[src/rtl/button_reader.sv]
// Multi-button reader: two-flop synchronizer, one debounce FSM per button,
// one-cycle press/release pulses and a wrapping count of accepted presses.
//
// state      | meaning
// IDLE_REL   | accepted released, input agrees
// WAIT_PRESS | input reads pressed, counting stable samples
// IDLE_PRESS | accepted pressed, input agrees
// WAIT_REL   | input reads released, counting stable samples
module button_reader #(
  parameter int N_BTN           = 4,
  parameter int DEBOUNCE_CYCLES = 12000,
  parameter bit ACTIVE_LOW      = 1'b1
) (
  input  logic             clk,
  input  logic             rst,
  input  logic [N_BTN-1:0] btn_raw,
  output logic [N_BTN-1:0] btn_level,
  output logic [N_BTN-1:0] btn_press,
  output logic [N_BTN-1:0] btn_release,
  output logic [7:0]       press_count
);

  localparam int CW = $clog2(DEBOUNCE_CYCLES + 1);
  localparam logic [CW-1:0] TC = CW'(DEBOUNCE_CYCLES - 1);
  localparam logic [N_BTN-1:0] REL_RAW = {N_BTN{ACTIVE_LOW}};

  typedef enum logic [1:0] {IDLE_REL, WAIT_PRESS, IDLE_PRESS, WAIT_REL} state_t;

  logic [N_BTN-1:0] r_sync1;
  logic [N_BTN-1:0] r_sync2;
  logic [N_BTN-1:0] w_sync;
  logic [7:0]       r_press_count;
  logic [7:0]       w_press_sum;

  // Synchronizer resets to the released pin level so no edge is seen at reset exit.
  always_ff @(posedge clk) begin
    if (rst) begin
      r_sync1 <= REL_RAW;
      r_sync2 <= REL_RAW;
    end else begin
      r_sync1 <= btn_raw;
      r_sync2 <= r_sync1;
    end
  end

  assign w_sync = ACTIVE_LOW ? ~r_sync2 : r_sync2;

  for (genvar g = 0; g < N_BTN; g++) begin : g_btn
    state_t        r_state;
    state_t        w_state_nxt;
    logic [CW-1:0] r_cnt;
    logic [CW-1:0] w_cnt_nxt;
    logic          r_level;
    logic          w_level_nxt;
    logic          r_press;
    logic          w_press_nxt;
    logic          r_rel;
    logic          w_rel_nxt;

    always_ff @(posedge clk) begin
      if (rst) begin
        r_state <= IDLE_REL;
        r_cnt   <= '0;
        r_level <= 1'b0;
        r_press <= 1'b0;
        r_rel   <= 1'b0;
      end else begin
        r_state <= w_state_nxt;
        r_cnt   <= w_cnt_nxt;
        r_level <= w_level_nxt;
        r_press <= w_press_nxt;
        r_rel   <= w_rel_nxt;
      end
    end

    // Any sample matching the accepted level drops the count to zero.
    always_comb begin
      w_state_nxt = r_state;
      w_cnt_nxt   = '0;
      w_level_nxt = r_level;
      w_press_nxt = 1'b0;
      w_rel_nxt   = 1'b0;
      case (r_state)
        IDLE_REL: begin
          if (w_sync[g]) begin
            w_state_nxt = WAIT_PRESS;
            w_cnt_nxt   = CW'(1);
          end
        end
        WAIT_PRESS: begin
          if (!w_sync[g]) begin
            w_state_nxt = IDLE_REL;
          end else if (r_cnt == TC) begin
            w_state_nxt = IDLE_PRESS;
            w_level_nxt = 1'b1;
            w_press_nxt = 1'b1;
          end else begin
            w_cnt_nxt = r_cnt + CW'(1);
          end
        end
        IDLE_PRESS: begin
          if (!w_sync[g]) begin
            w_state_nxt = WAIT_REL;
            w_cnt_nxt   = CW'(1);
          end
        end
        WAIT_REL: begin
          if (w_sync[g]) begin
            w_state_nxt = IDLE_PRESS;
          end else if (r_cnt == TC) begin
            w_state_nxt = IDLE_REL;
            w_level_nxt = 1'b0;
            w_rel_nxt   = 1'b1;
          end else begin
            w_cnt_nxt = r_cnt + CW'(1);
          end
        end
        default: w_state_nxt = IDLE_REL;
      endcase
    end

    assign btn_level[g]   = r_level;
    assign btn_press[g]   = r_press;
    assign btn_release[g] = r_rel;
  end

  always_comb begin
    w_press_sum = '0;
    for (int i = 0; i < N_BTN; i++) begin
      w_press_sum = w_press_sum + 8'(btn_press[i]);
    end
  end

  always_ff @(posedge clk) begin
    if (rst) begin
      r_press_count <= '0;
    end else begin
      r_press_count <= r_press_count + w_press_sum;
    end
  end

  assign press_count = r_press_count;

endmodule
[config.mk]
export PLATFORM = sky130hd
export DESIGN_NAME = button_reader
export DESIGN_NICKNAME = d
export VERILOG_FILES = /design/src/rtl/button_reader.sv
export SDC_FILE = /design/constraint.sdc
export NUM_CORES = 1
export LEC_CHECK = 0
export ABC_AREA = 1
export ABC_CLOCK_PERIOD_IN_PS = 3310
export CAP_MARGIN = 10
export CORE_MARGIN = 3
export CORE_UTILIZATION = 50
export DETAILED_ROUTE_END_ITERATION = 8
export PLACE_DENSITY = 0.67
export SETUP_SLACK_MARGIN = 0.5
export SLEW_MARGIN = 30
export SYNTH_ARGS = -nofsm -noshare
export SYNTH_HDL_FRONTEND = slang
export SYNTH_SLANG_ARGS = --single-unit
[constraint.sdc]
create_clock -name clk -period 3.31 [get_ports clk]
set_input_delay 0.662 -clock clk [delete_from_list [all_inputs] [get_ports clk]]
set_output_delay 0.662 -clock clk [all_outputs]
set_load 0.02 [all_outputs]
* Word-level counts from Yosys, hierarchy flattened
Cells that the tools add are included.
** Cells by class
- $add $sub $neg :: 8
- Multiply operators :: 0
- Divide/modulo/power cells :: 0
- Magnitude comparators :: 0
- Eq/ne operators :: 48
- Shifts and indexed selects :: 0
- Muxes and demuxes :: 76
- Bitwise operators :: 13
- Reductions and logical operators :: 24
** Operators with widths (count)
- 14-bit case mux with 4 select lines :: 4
- 14-bit two-way mux :: 12
- 14-bit by 1-bit adder with 14-bit output, second input constant :: 4
- 14-bit equality test, second input constant :: 4
- 2-bit two-way mux :: 24
- 2-bit != test, second input constant :: 24
- 2-bit case mux with 4 select lines :: 4
- 1-bit two-way mux :: 28
- 3-bit != test, second input constant :: 8
- 3-bit OR reduction :: 8
- 5-bit AND reduction :: 4
- 2-bit equality test, second input constant :: 8
- 4-bit AND reduction :: 4
- 1-bit inverter :: 12
- 8-bit by 4-bit adder with 8-bit output :: 1
- 2-bit by 1-bit equality test with 1-bit output, second input constant :: 4
- 2-bit zero test :: 4
- 1-bit case mux with 2 select lines :: 4
- 2-bit nonzero test :: 4
- 3-bit by 1-bit adder with 4-bit output :: 1
- 4-bit inverter :: 1
- 2-bit by 1-bit adder with 3-bit output :: 1
- 1-bit by 1-bit adder with 2-bit output :: 1
** Storage, ports and cells
- Register bits :: 92
- Bits in latches :: 0
- Bits in writable memories :: 0
- ROM bits :: 0
- Logic and storage cells :: 192
- Memories :: 0

* Longest topological paths before layout
- Word-level depth :: 4
- Gate-level depth with buffers :: 11

* Worst setup path before layout
Ideal clock, no wire load.
- Kind :: register to register
- Start :: reg r_press_count[0], in the netlist press_count[0]
- End :: reg r_press_count[6], in the netlist press_count[6]
- Library setup time :: 0.070 ns
- Arrival :: 2.096 ns
- Data required time :: 3.240 ns
- Setup slack :: 1.144 ns
- Cell stages (with the launch flop) :: 12
- Buffers on the path :: 0
- Period minus slack after synthesis :: 2.166 ns
- Cell sequence :: dfxtp_1 > fa_1 > inv_1 > fa_1 > inv_1 > fa_1 > nand2_1 > inv_1 > nand2_1 > nor3_1 > o21ai_0 > a21oi_1
** Between the ends
- Cells in the longest elaborated chain, start to end :: 1
** Ends and longest elaborated chain
- start, declared :: RTL line 32 : logic [7:0] r_press_count;
- start signal, assigned :: RTL line 138 : r_press_count <= r_press_count + w_press_sum;
- 8-bit by 4-bit adder with 8-bit output :: RTL line 138
No other way between the ends.
A chain may end at the register's enable or synchronous reset.

* Worst setup path after layout
Same ends and word-level chain as after synthesis.

==> flow_summary.toml <==
[grt]
grt-ovfl-total = 0
antenna_found_initial = 0
grt.total_usage = 0.167
grt_pass1_wl_um = 13600
grt_pass1_vias = 3195
grt_max_degree = 23

[synth]
synth_warnings = 0
yosysMostFrequentCell = "nand2_1"
synth_commonest_cells = "nand2_1, nor2_1, dfxtp_1"
synth_flop_cell = "dfxtp_1"
syn-num-nets = 615
synth.top_cell.area_share = 0.423
ys_ff_latch = 92
synth_top_area_cell = "dfxtp_1"
synth_cell_type_count = 29
ys_async_sr_fraction = 0
synth.avg_cell_area_um2 = 7.28
ys_seq_area_frac = 0.423
syn_area_um2 = 4350
synthCells = 598
synth_edf_count = 0
synthTopCellsByArea = "dfxtp_1, nand2_1, nor2_1"

[detailed_routing]
wl_per_cell_um = 10.9
drtIter0Drc = 139
routed_wl_um = 7870
drc = 0
postRouteAntennaNets = 0
first_pass_iters = 5
route.vias.total = 3548
vias_per_cell = 4.89

[timing]
finalMaxSlewViolations = 0
fin_ws_ps = 1100
hold_viol = 0
setup_tns_ps = 0
rsz0062_at_grt = "no"
fmax_mhz = 452
tightestPinTransition_ps = 503
setup_viol = 0
fin_crit_ps = 2210
max_slew_margin = 0.664
fin_skew_ps = 8.08
period_share = 0.669

[finish]
drive_gt1_frac = 0.0677
fin_cells = 725
area.growth.synth_to_final_pct = 10.0
antennaDiodeCount = 0
fin_nets = 632

[placement]
placed_cells = 709
pre_cts_ws_ps = 1120
dp_hpwl_um = 5870
finalWeightedCongestion = 0.790
io_buffer_count = 25

[power]
switching_power_uw = 452
power_density_nw_per_um2 = 408
leakagePower_nw = 1.73
combPwrFrac = 0.042
p_int_mw = 1.50
pwr-share-seq = 0.587
ir_drop_mv = 0.186
clkPwrFrac = 0.371
p_sw_frac = 0.231

[worst_setup_path]
critPathMaxFanout = 3
cpPeakStageDelay_ps = 530
crit_type = "reg -> reg"
crit_path_cell_trace = "fa_1 -> inv_1 -> fa_1 -> inv_1 -> fa_1 -> nand2_1 -> inv_1 -> nand2_1 -> nor3_1 -> o21ai_0 -> a21oi_1"
ff2ff_setup_slack_ps = 1100
slowest_stage = "fa_1"
reg2reg_depth = 11
r2r-end = "press_count[6]"
crit_path_start_kind = "flop"
cp.arrival_ps = 2490
required_ps = 3590
cp-end-kind = "flop"
r2r_start = "press_count[0]"
cp_num_buf_inv = 3
crit_family = "adder cells"

[outcome]
status = "completed"

[clocking]
clock-sinks = 92
tritoncts = "built"
cts-root-buf = "clkbuf_8"
cts_resized = 0
cts-buffers-inserted = 9
clk_latency_ps = 350
htreeDepth = 3
path_clk_slew_ps = 80
cts_hold_buf = 0
cts_buffer_depth = 2
postCtsSetupBuffers = 0

[floorplan]
ios = 26
core_um2 = 8340
die_area_um2 = 9860
row_count = 33
initial_utilization = 0.522
die-width_um = 99.3
die_height_um = 99.3

[worst_hold_path]
worst_hold_startpoint = "r_sync1[2]"
whs_path_depth = 1
hold_end = "r_sync2[2]"
worst_hold_path_type = "reg -> reg"

[job]
cap_violations = 0
## through the flow
| stage | power, mW | util | instance area, um2 | hold slack [ps] |
|---|---|---|---|---|
| 2_1_floorplan | 1.23 | - | 4350 | 389 |
| 3_3_place_gp | 1.25 | 0.551 | 4600 | 391 |
| 3_5_place_dp | 1.26 | 0.551 | 4600 | 398 |
| 4_1_cts | 1.98 | 0.574 | 4790 | 419 |
| 5_1_grt | 2.05 | 0.574 | 4790 | 434 |
| 6_report | 1.96 | 0.574 | 4790 | 415 |
## sequential cells by signal, indices dropped and copies added (netlist names), named ones only
register       cells
g_btn.r_state      4
g_btn.r_press      4
g_btn.r_rel        4
press_count        8
r_sync1            4
g_btn.r_level      4
r_sync2            4
g_btn.r_cnt       56
## power by group through the flow
stage	Clock (mW)	Sequential [mW]	Combinational [mW]
floorplan	0	1.17	0.0666
global placement	0	1.17	0.0796
detailed placement	0	1.17	0.0822
CTS	0.754	1.15	0.0827
global route	0.799	1.15	0.0952
finish	0.726	1.15	0.0817
## how the worst max path moves through the flow
| stage | startpoint | endpoint | slack [ps] | cells past startpoint |
|---|---|---|---|---|
| 3_3_place_gp | press_count[0] | press_count[6] | 1170 | 11 |
| 6_report | press_count[0] | press_count[6] | 1100 | 11 |
| 2_1_floorplan | press_count[0] | press_count[6] | 1140 | 11 |
| 4_1_cts | press_count[0] | press_count[6] | 1080 | 11 |
| 5_1_grt | press_count[0] | press_count[6] | 870 | 11 |
| 3_5_place_dp | press_count[0] | press_count[6] | 1120 | 11 |
## final cells by class
| class | count | area [um2] |
|---|---|---|
| Clock inverter | 7 | 67.6 |
| Inverter | 69 | 259 |
| Fill cell | 797 | 3550 |
| Sequential cell | 92 | 1840 |
| Timing Repair Buffer | 27 | 265 |
| Tap cell | 105 | 131 |
| Multi-Input combinational cell | 416 | 2100 |
| Clock buffer | 9 | 124 |
## metal layers
metal / vias to the layer above / share of wire / wire length, um / track usage
met5: - / 0 / 0 / 0
met4: 0 / 0.016 / 125 / 0.0651
met3: 10 / 0.037 / 290 / 0.0344
met2: 69 / 0.43 / 3410 / 0.260
met1: 1558 / 0.51 / 4050 / 0.227
li1: 1911 / - / - / -
## cell families after synthesis
logic type	after synthesis	share of synthesized area
and+or+nand+nor	338	0.343
AOI/OAI and AO/OA	40	0.0489
buffers and inverters	90	0.0943
DFF	92	0.423
xor gates and xnor gates	27	0.0543
adders and majority gates	11	0.0368
## layout by cell type, fill, tap and decap left out, types with 3 or more instances in the layout
cell type | synthesis | final
a21oi_1 | 20 | 20
nand3b_1 | 5 | 5
nor3_1 | 26 | 26
inv_2 | 5 | 5
clkdlybuf4s50_1 | 0 | 25
nand4_1 | 7 | 7
clkinvlp_4 | 0 | 3
inv_1 | 64 | 64
nor2_1 | 110 | 110
dfxtp_1 | 92 | 92
o21bai_1 | 3 | 3
ha_1 | 8 | 8
nand2_1 | 114 | 114
o21ai_0 | 15 | 15
or2_2 | 8 | 8
nand2_2 | 4 | 4
nand3_1 | 53 | 53
xor2_1 | 22 | 22
nor3b_1 | 5 | 5
fa_1 | 3 | 3
clkinv_2 | 0 | 3
clkbuf_8 | 0 | 9
xnor2_1 | 5 | 5
(Power assumes the default switching activity.)
